===== config.mk =====
export PLATFORM = sky130hd
export DESIGN_NAME = dist_topk_select_flat
export DESIGN_NICKNAME = d
export VERILOG_FILES = /design/src/rtl/dist_topk_select_if.sv /design/src/rtl/dist_topk_select.sv /design/src/flat_wrapper.sv
export SDC_FILE = /design/constraint.sdc
export NUM_CORES = 1
export LEC_CHECK = 0
export ABC_AREA = 1
export CAP_MARGIN = 25
export CORE_AREA = 2 2 190 173
export CTS_CLUSTER_DIAMETER = 150
export DETAILED_ROUTE_END_ITERATION = 7
export DIE_AREA = 0 0 192 175
export HOLD_SLACK_MARGIN = 0.1
export SETUP_SLACK_MARGIN = 0.1
export SLEW_MARGIN = 20
export SYNTH_ARGS = -nofsm -noshare
export SYNTH_HDL_FRONTEND = slang
export SYNTH_SLANG_ARGS = --single-unit

===== constraint.sdc =====
create_clock -name clk -period 2.28 [get_ports clk]
set_input_delay 0.342 -clock clk [delete_from_list [all_inputs] [get_ports clk]]
set_output_delay 0.342 -clock clk [all_outputs]
set_load 0.005 [all_outputs]

===== src/rtl/dist_topk_select_if.sv =====
// dist_topk_select_if
//   Bundles the distance stream coming from distcalc_euclid and the sorted
//   top-K result going to the k-NN vote stage.
//
//   Handshake: DIST_VALID is a one-cycle strobe with no back-pressure (there is
//   no ready). A sample is taken on every rising clk edge where DIST_VALID=1;
//   dist_in and LAST are meaningful only on those edges. CLR is a synchronous
//   clear that overrides a coincident strobe.
//
//   master : the producer (drives CLR, DIST_VALID, dist_in, LAST)
//   slave  : dist_topk_select (drives the result list, DONE, OVF, fsm_state)
//   fsm_state is a debug view of the selector state (IDLE/FILL/FULL/DONE).
interface dist_topk_select_if #(
  parameter int VARWIDTH = 32,
  parameter int K        = 4,
  parameter int IDXWIDTH = 10
);
  localparam int CW = $clog2(K + 1);

  logic                    CLR;
  logic                    DIST_VALID;
  logic [VARWIDTH-1:0]     dist_in;
  logic                    LAST;
  logic [K*VARWIDTH-1:0]   topk_dist;
  logic [K*IDXWIDTH-1:0]   topk_idx;
  logic [CW-1:0]           topk_cnt;
  logic                    DONE;
  logic                    OVF;
  logic [1:0]              fsm_state;

  modport master (
    output CLR, DIST_VALID, dist_in, LAST,
    input  topk_dist, topk_idx, topk_cnt, DONE, OVF, fsm_state
  );

  modport slave (
    input  CLR, DIST_VALID, dist_in, LAST,
    output topk_dist, topk_idx, topk_cnt, DONE, OVF, fsm_state
  );
endinterface


===== src/rtl/dist_topk_select.sv =====
// dist_topk_select
//   Keeps the K smallest distances of one query (one CLR..LAST sequence) and the
//   candidate indices that produced them, sorted ascending (slot 0 = smallest).
//   Each accepted sample is inserted in a single cycle; results are visible one
//   cycle after the strobing edge, and a strobe every cycle is sustained.
//
//   Ports:
//     clk    rising-edge clock
//     RST_N  asynchronous active-low reset
//     bus    dist_topk_select_if.slave
//              in : CLR, DIST_VALID, dist_in, LAST
//              out: topk_dist, topk_idx (slot j at [j*W +: W]), topk_cnt,
//                   DONE, OVF (sticky index exhaustion), fsm_state (debug)
module dist_topk_select #(
  parameter int VARWIDTH = 32,
  parameter int K        = 4,
  parameter int IDXWIDTH = 10
) (
  input  logic                clk,
  input  logic                RST_N,
  dist_topk_select_if.slave   bus
);
  localparam int CW = $clog2(K + 1);
  localparam logic [IDXWIDTH-1:0] IDX_MAX = '1;

  typedef enum logic [1:0] {
    S_IDLE = 2'd0,
    S_FILL = 2'd1,
    S_FULL = 2'd2,
    S_DONE = 2'd3
  } state_t;

  logic [VARWIDTH-1:0] dist_q [K];
  logic [VARWIDTH-1:0] dist_d [K];
  logic [IDXWIDTH-1:0] idx_q  [K];
  logic [IDXWIDTH-1:0] idx_d  [K];
  logic [CW-1:0]       cnt_q, cnt_d;
  logic [IDXWIDTH-1:0] nidx_q, nidx_d;
  logic                wrapped_q, wrapped_d;
  logic                done_q, done_d;
  logic                ovf_q, ovf_d;
  state_t              state_q, state_d;

  logic                accept;
  logic                drop;
  // ahead[j]: slot j is occupied and its distance <= dist_in, so it stays in
  // front of the new sample (ties keep the older candidate first). Because the
  // list is sorted, ahead is a thermometer code and its popcount is the
  // insertion position. ahead_ext[j] is "slot j-1 stays ahead", with a virtual
  // always-ahead slot below slot 0.
  logic [K-1:0]        ahead;
  logic [K:0]          ahead_ext;

  always_comb begin
    // OVF can only be set once wrapped is set, so wrapped alone gates acceptance.
    accept = bus.DIST_VALID && !bus.CLR && !done_q && !wrapped_q;
    drop   = bus.DIST_VALID && !bus.CLR && !done_q &&  wrapped_q;

    for (int j = 0; j < K; j++) begin
      // Compare against occupancy, not value: an all-ones distance in an
      // occupied slot is real, an all-ones empty slot never stays ahead.
      ahead[j] = (CW'(j) < cnt_q) && (dist_q[j] <= bus.dist_in);
    end
    ahead_ext = {ahead, 1'b1};

    for (int j = 0; j < K; j++) begin
      dist_d[j] = dist_q[j];
      idx_d[j]  = idx_q[j];
    end
    cnt_d     = cnt_q;
    nidx_d    = nidx_q;
    wrapped_d = wrapped_q;
    done_d    = done_q;
    ovf_d     = ovf_q;

    if (bus.CLR) begin
      for (int j = 0; j < K; j++) begin
        dist_d[j] = '1;
        idx_d[j]  = '1;
      end
      cnt_d     = '0;
      nidx_d    = '0;
      wrapped_d = 1'b0;
      done_d    = 1'b0;
      ovf_d     = 1'b0;
    end else if (accept) begin
      // Slots behind the insertion point shift down by one; slot K-1 falls off.
      // If every slot stays ahead the list is unchanged (sample discarded).
      for (int j = 0; j < K; j++) begin
        if (!ahead[j]) begin
          if (ahead_ext[j]) begin
            dist_d[j] = bus.dist_in;
            idx_d[j]  = nidx_q;
          end else begin
            dist_d[j] = dist_q[j-1];
            idx_d[j]  = idx_q[j-1];
          end
        end
      end
      if (cnt_q != CW'(K)) cnt_d = cnt_q + 1'b1;
      nidx_d = nidx_q + 1'b1;
      if (nidx_q == IDX_MAX) wrapped_d = 1'b1;
      if (bus.LAST) done_d = 1'b1;
    end else if (drop) begin
      ovf_d = 1'b1;
      if (bus.LAST) done_d = 1'b1;
    end

    if (done_d)                   state_d = S_DONE;
    else if (cnt_d == '0)         state_d = S_IDLE;
    else if (cnt_d == CW'(K))     state_d = S_FULL;
    else                          state_d = S_FILL;
  end

  always_ff @(posedge clk or negedge RST_N) begin
    if (!RST_N) begin
      for (int j = 0; j < K; j++) begin
        dist_q[j] <= '1;
        idx_q[j]  <= '1;
      end
      cnt_q     <= '0;
      nidx_q    <= '0;
      wrapped_q <= 1'b0;
      done_q    <= 1'b0;
      ovf_q     <= 1'b0;
      state_q   <= S_IDLE;
    end else begin
      for (int j = 0; j < K; j++) begin
        dist_q[j] <= dist_d[j];
        idx_q[j]  <= idx_d[j];
      end
      cnt_q     <= cnt_d;
      nidx_q    <= nidx_d;
      wrapped_q <= wrapped_d;
      done_q    <= done_d;
      ovf_q     <= ovf_d;
      state_q   <= state_d;
    end
  end

  always_comb begin
    for (int j = 0; j < K; j++) begin
      bus.topk_dist[j*VARWIDTH +: VARWIDTH] = dist_q[j];
      bus.topk_idx[j*IDXWIDTH +: IDXWIDTH]  = idx_q[j];
    end
  end

  assign bus.topk_cnt  = cnt_q;
  assign bus.DONE      = done_q;
  assign bus.OVF       = ovf_q;
  assign bus.fsm_state = state_q;
endmodule

===== src/flat_wrapper.sv =====
// flat-port wrapper written by rule: the top's interface ports become plain ports
module dist_topk_select_flat 
#(
  parameter int VARWIDTH = 32,
  parameter int K        = 4,
  parameter int IDXWIDTH = 10
)
  (clk, RST_N, bus_CLR, bus_DIST_VALID, bus_dist_in, bus_LAST, bus_topk_dist, bus_topk_idx, bus_topk_cnt, bus_DONE, bus_OVF, bus_fsm_state);
  dist_topk_select_if #(.VARWIDTH(VARWIDTH), .K(K), .IDXWIDTH(IDXWIDTH)) bus_i ();
  input  logic clk;
  input  logic RST_N;
  input wire logic [$bits(bus_i.CLR)-1:0] bus_CLR;
  input wire logic [$bits(bus_i.DIST_VALID)-1:0] bus_DIST_VALID;
  input wire logic [$bits(bus_i.dist_in)-1:0] bus_dist_in;
  input wire logic [$bits(bus_i.LAST)-1:0] bus_LAST;
  output wire logic [$bits(bus_i.topk_dist)-1:0] bus_topk_dist;
  output wire logic [$bits(bus_i.topk_idx)-1:0] bus_topk_idx;
  output wire logic [$bits(bus_i.topk_cnt)-1:0] bus_topk_cnt;
  output wire logic [$bits(bus_i.DONE)-1:0] bus_DONE;
  output wire logic [$bits(bus_i.OVF)-1:0] bus_OVF;
  output wire logic [$bits(bus_i.fsm_state)-1:0] bus_fsm_state;
  assign bus_i.CLR = bus_CLR;
  assign bus_i.DIST_VALID = bus_DIST_VALID;
  assign bus_i.dist_in = bus_dist_in;
  assign bus_i.LAST = bus_LAST;
  assign bus_topk_dist = bus_i.topk_dist;
  assign bus_topk_idx = bus_i.topk_idx;
  assign bus_topk_cnt = bus_i.topk_cnt;
  assign bus_DONE = bus_i.DONE;
  assign bus_OVF = bus_i.OVF;
  assign bus_fsm_state = bus_i.fsm_state;
  dist_topk_select #(.VARWIDTH(VARWIDTH), .K(K), .IDXWIDTH(IDXWIDTH)) u_core (.clk(clk), .RST_N(RST_N), .bus(bus_i));
endmodule

-- Word-level counts from Yosys, hierarchy flattened
Cells that the tools add are included.
- register bits: 186
- bits of input ports: 37
- output and inout port bits: 175
- word-level logic and storage cells: 89
- equal/unequal tests: 8
- magnitude comparators: 8
- reduce and logical (&&, ||, !) cells: 21
- mux-type cells: 36
- add/sub/neg operators: 2
- operators with widths (operator ; count):
    $mux 128 ; 2
    $mux 32 ; 7
    $le 32x32->1 ; 4
    $mux 10 ; 9
    $mux 40 ; 2
    $reduce_and 2->1 ; 6
    $add 10x1->10 const B ; 1
    $eq 10x10->1 const B ; 1
    $mux 1 ; 10
    $ne 2x2->1 const B ; 5
    $mux 3 ; 3
    $logic_and 1x1->1 ; 8
    $lt 1x3->1 const A ; 2
    $lt 2x3->1 const A ; 2
    $mux 2 ; 3
    $reduce_bool 2->1 ; 3
    $add 3x1->3 const B ; 1
    $eq 3x3->1 const B ; 1
    $logic_not 1->1 ; 3
    $logic_not 3->1 ; 1
    $ne 3x3->1 const B ; 1

-- Longest topological paths before layout
- depth after elaboration: 10
- mapped depth: 20
- gate-level depth less buffers: 19

-- Worst setup path after synthesis
OpenSTA, ideal clock, no wires.
- kind: input to register
- start point: input port bus_dist_in[31]
- end point: register u_core.dist_q, in the netlist u_core.bus.topk_dist[11]
- path buffers: 2
- data arrival time: 1.991 ns
- slack: 0.213 ns
- library setup time: 0.076 ns
- stages on the path: 15
- required time: 2.204 ns
- cell sequence: inv_1 -> ha_1 -> nand2_1 -> nor2_2 -> nand4_1 -> nor3b_2 -> nand4_1 -> nand2_2 -> nand2_4 -> nand2_1 -> nand2_1 -> buf_6 -> buf_6 -> nand2_1 -> nand2_1
- cells in the longest elaborated chain, start to end: 4
- ends and longest elaborated chain (what ; RTL line ; text):
    from (decl) ; flat_wrapper.sv:14 ; input wire logic [$bits(bus_i.dist_in)-1:0] bus_dist_in;
    $le 32x32->1 ; dist_topk_select.sv:62 ; ahead[j] = (CW'(j) < cnt_q) && (dist_q[j] <= bus.dist_in);
    $logic_and 1x1->1 ; dist_topk_select.sv:62 ;
    $ne 2x2->1 (no line) ; -- ;
    $reduce_and 2->1 (no line) ; -- ;
    to (signal, indexed assignment) ; dist_topk_select.sv:129 ; dist_q[j] <= dist_d[j];
    to (decl) ; dist_topk_select.sv:33 ; logic [VARWIDTH-1:0] dist_q [K];
Every way passes these cells.
A chain may end at the register's enable or synchronous reset.

-- Worst setup path in the final report
- start point: register u_core.dist_q, in the netlist u_core.bus.topk_dist[31]
- end point: register u_core.dist_q, in the netlist u_core.bus.topk_dist[24]
- cells in the longest elaborated chain, start to end: 4
- ends and longest elaborated chain (what ; RTL line):
    $le 32x32->1 ; dist_topk_select.sv:62
    $logic_and 1x1->1 ; dist_topk_select.sv:62
    $ne 2x2->1 (no line) ; --
    $reduce_and 2->1 (no line) ; --
Every way passes these cells.

==> flow_metrics.tcl <==
set metrics [dict create \
    maxCapViolations 0 \
    drt-vias-per-instance 5.27 \
    dieArea_um2 33600 \
    postRouteAntennaNets 0 \
    clock-sinks 186 \
    max_slew_margin_pct 57.8 \
    grt_max_degree 94 \
    cts_tree "yes" \
    fin_util_pct 61.0 \
    synth_top_cell_by_area "dfstp_2" \
    clk_path_buf_depth 2 \
    core_um2 31700 \
    r2r_start "u_core.bus.topk_dist[31]$_DFFE_PN1P_" \
    crit_fanout 8 \
    place_area_um2 16800 \
    cp_cell_sequence "ha_4 -> a21oi_1 -> o21ai_0 -> a21o_1 -> nor2_1 -> nand2_1 -> nand2_2 -> buf_6 -> nand2_8 -> nand2_8 -> nand2_8 -> buf_12 -> nand2_2 -> nand2_2" \
    synth_edf_count 0 \
    hp-class "in -> reg" \
    crit_required_ns 2.66 \
    fin_crit_ns 2.53 \
    drtIter0Drc 1140 \
    synth_seq_cells 186 \
    path_clk_slew_ns 0.08 \
    period_share_pct 111 \
    nets 2322 \
    worst-r2r-setup-slack_ns -0.25 \
    slew_violations 0 \
    instances_no_fill 2583 \
    rr_worst_depth 14 \
    routedWlPerCell_um 19.5 \
    synthTopCellsByArea "dfstp_2 35%, nand2_1 22%, ha_1 13%" \
    ys_seq_area_share_pct 38.8 \
    hold_path_end "u_core.bus.topk_dist[2]$_DFFE_PN1P_" \
    synth_compound_area_share_pct 9.92 \
    post_synth.cell_area_avg_um2 7.20 \
    end_kind "register" \
    outcome "finished, violations left" \
    synthMuxAreaShare_pct 0 \
    critPathKind "reg -> reg" \
    die_h_um 175 \
    rsz0062_at_grt "yes" \
    die_w_um 192 \
    stdcell_area_um2 19300 \
    place_hpwl_mm 33.3 \
    synth_area_um2 12500 \
    grt_antenna_before_repair 0 \
    io_pins 212 \
    reg2reg_to "u_core.bus.topk_dist[24]$_DFFE_PN1P_" \
    synthFlopType "dfstp_2" \
    ys_types 32 \
    overflow 0 \
    critPathArrivalTime_ns 2.90 \
    critPathLaunchType "register" \
    synth_top_family_by_area "simple AND/OR/NAND/NOR gates" \
    synth_xor_area_share_pct 0.140 \
    p_leak_nw 8.98 \
    async_flop_share_pct 100 \
    cts_root_buf "clkbuf_16" \
    grt_pass1_wl_mm 74.5 \
    vias 13613 \
    start_util_pct 39.6 \
    drc 0 \
    htreeDepth 4 \
    syn_nets 1910 \
    rows 62 \
    setup_viol 160 \
    fmax_mhz 396 \
    place.gp.congestion 0.867 \
    insertion_delay_ns 0.45 \
    worst_slack_ns -0.245 \
    max-vdd-ir-drop_v 0.000650 \
    netlist.area_leader.share_pct 35.2 \
    worst_path_largest_cell_delay_ns 0.57 \
    numCtsBuffers 17 \
    grt_pass1_vias 12944 \
    grt_util_all_layers_pct 29.0 \
    clock-skew-final_ns 0.0169 \
    port-buffer-count 211 \
    post_synth_inst_count 1742 \
    total_power_mw 12.5 \
    crit_path_top_delay_cell "dfstp_2" \
    holdPathStages 5 \
    routed_wl_mm 50.5 \
    drive_above_1_share_pct 32.2 \
    place_inst 2510 \
    yosys.area_share.simple_pct 32.4 \
    powerDensity_nw_per_um2 649 \
    tightest_slew_ns 0.633 \
    drt_pre_antenna_iters 7 \
    area_growth_pct 53.9 \
    n_antenna_cell 0 \
    worstHoldStart "bus_dist_in[2]" \
    violations "setup timing" \
    yosys.area_share.adder_pct 13.1 \
    hold_viol 0 \
    synth_warnings 0 \
]
## metal layers
metal / track usage (%) / up-vias / share of wire (%)
met4: 9.96 / 0 / 3.3
met5: 0 / - / 0
met1: 40.4 / 6480 / 44
li1: - / 6507 / -
met3: 4.68 / 95 / 7.0
met2: 45.7 / 531 / 45
## kinds of logic after synthesis
| family | count (synthesis) |
|---|---|
| compound gates | 239 |
| xor+xnor | 2 |
| fa+ha+maj | 131 |
| buf+inv | 168 |
| flops | 186 |
| simple gates | 1016 |
## metrics by stage
step | worst slack, ns | setup TNS (ns) | hold slack (ns)
after floorplan | 0.213 | 0 | 0.0464
after global placement | -0.880 | -126.96 | 0.365
after detailed placement | -1.00 | -134.41 | 0.367
after CTS | -0.154 | -11.36 | 0.391
after global routing | -0.316 | -35.72 | 0.346
final | -0.245 | -19.03 | 0.319
## cells in the final DEF, fill, tap and decap left out, drive strengths merged, types with 8 or more instances in the layout
| master | instances |
|---|---|
| nand2 | 728 |
| buf | 264 |
| a21oi | 197 |
| clkdlybuf4s50 | 189 |
| dfstp | 168 |
| nand3 | 134 |
| nor2 | 132 |
| ha | 131 |
| inv | 84 |
| clkbuf | 28 |
| o21ai | 23 |
| dfrtp | 18 |
| dlygate4sd2 | 16 |
| nand4 | 11 |
| o21a | 8 |
| nor3 | 8 |
## where the power goes
part	leakage, nW	switching (mW)	total, mW	internal, mW
Sequential	2.01	0.312	4.16	3.85
Clock	0.309	1.53	3.30	1.77
Combinational	6.66	2.69	5.06	2.37
Total	8.98	4.53	12.5	7.99
## worst max-delay path by stage
stage	startpoint	endpoint
6_report	u_core.bus.topk_dist[31]$_DFFE_PN1P_	u_core.bus.topk_dist[24]$_DFFE_PN1P_
5_1_grt	u_core.bus.topk_dist[31]$_DFFE_PN1P_	u_core.bus.topk_dist[24]$_DFFE_PN1P_
4_1_cts	u_core.bus.topk_dist[28]$_DFFE_PN1P_	u_core.bus.topk_dist[1]$_DFFE_PN1P_
3_5_place_dp	bus_dist_in[31]	u_core.bus.topk_dist[123]$_DFFE_PN1P_
3_3_place_gp	bus_dist_in[31]	u_core.bus.topk_dist[112]$_DFFE_PN1P_
2_1_floorplan	bus_dist_in[31]	u_core.bus.topk_dist[11]$_DFFE_PN1P_
## synth_stat cells (all sizes together) (8+ instances only)
| cell type | instances |
|---|---|
| a21oi | 197 |
| buf | 54 |
| clkbuf | 35 |
| dfrtp | 18 |
| dfstp | 168 |
| ha | 131 |
| inv | 78 |
| nand2 | 728 |
| nand3 | 134 |
| nand4 | 11 |
| nor2 | 132 |
| nor3 | 8 |
| o21a | 8 |
| o21ai | 23 |
## cell type report
| type | instances | area (um^2) |
|---|---|---|
| clock buffer | 20 | 468 |
| clock inverter | 12 | 169 |
| fill | 2821 | 12300 |
| inverter | 79 | 307 |
| multi-input combinational | 1388 | 7930 |
| sequential | 186 | 4860 |
| tap | 416 | 520 |
| timing repair buffer | 482 | 5050 |
## sequential cells by signal (all words and copies together) (netlist names)
signal,cells
u_core.bus.DONE,1
u_core.bus.OVF,1
u_core.bus.fsm_state,2
u_core.bus.topk_cnt,3
u_core.bus.topk_dist,128
u_core.bus.topk_idx,40
u_core.nidx_q,10
u_core.wrapped_q,1
## what timing repair did
item,4_1_cts,5_1_grt
gates cloned,10,9
pin swaps,36,73
buffers inserted,15,7
endpoints found under the setup margin,168,169
hold buffers,1,0
endpoints found under the hold margin,3,0
gates resized for setup,165,181
## critical path: cells and delay by family (launching register included)
family / cells / cell delay (ns)
DFF: 1 / 0.57
buffers and inverters: 2 / 0.33
adders and majority gates: 1 / 0.22
and+or+nand+nor: 8 / 0.78
AOI/OAI and AO/OA: 3 / 0.56
No activity file was read; power rests on OpenSTA's default activity.
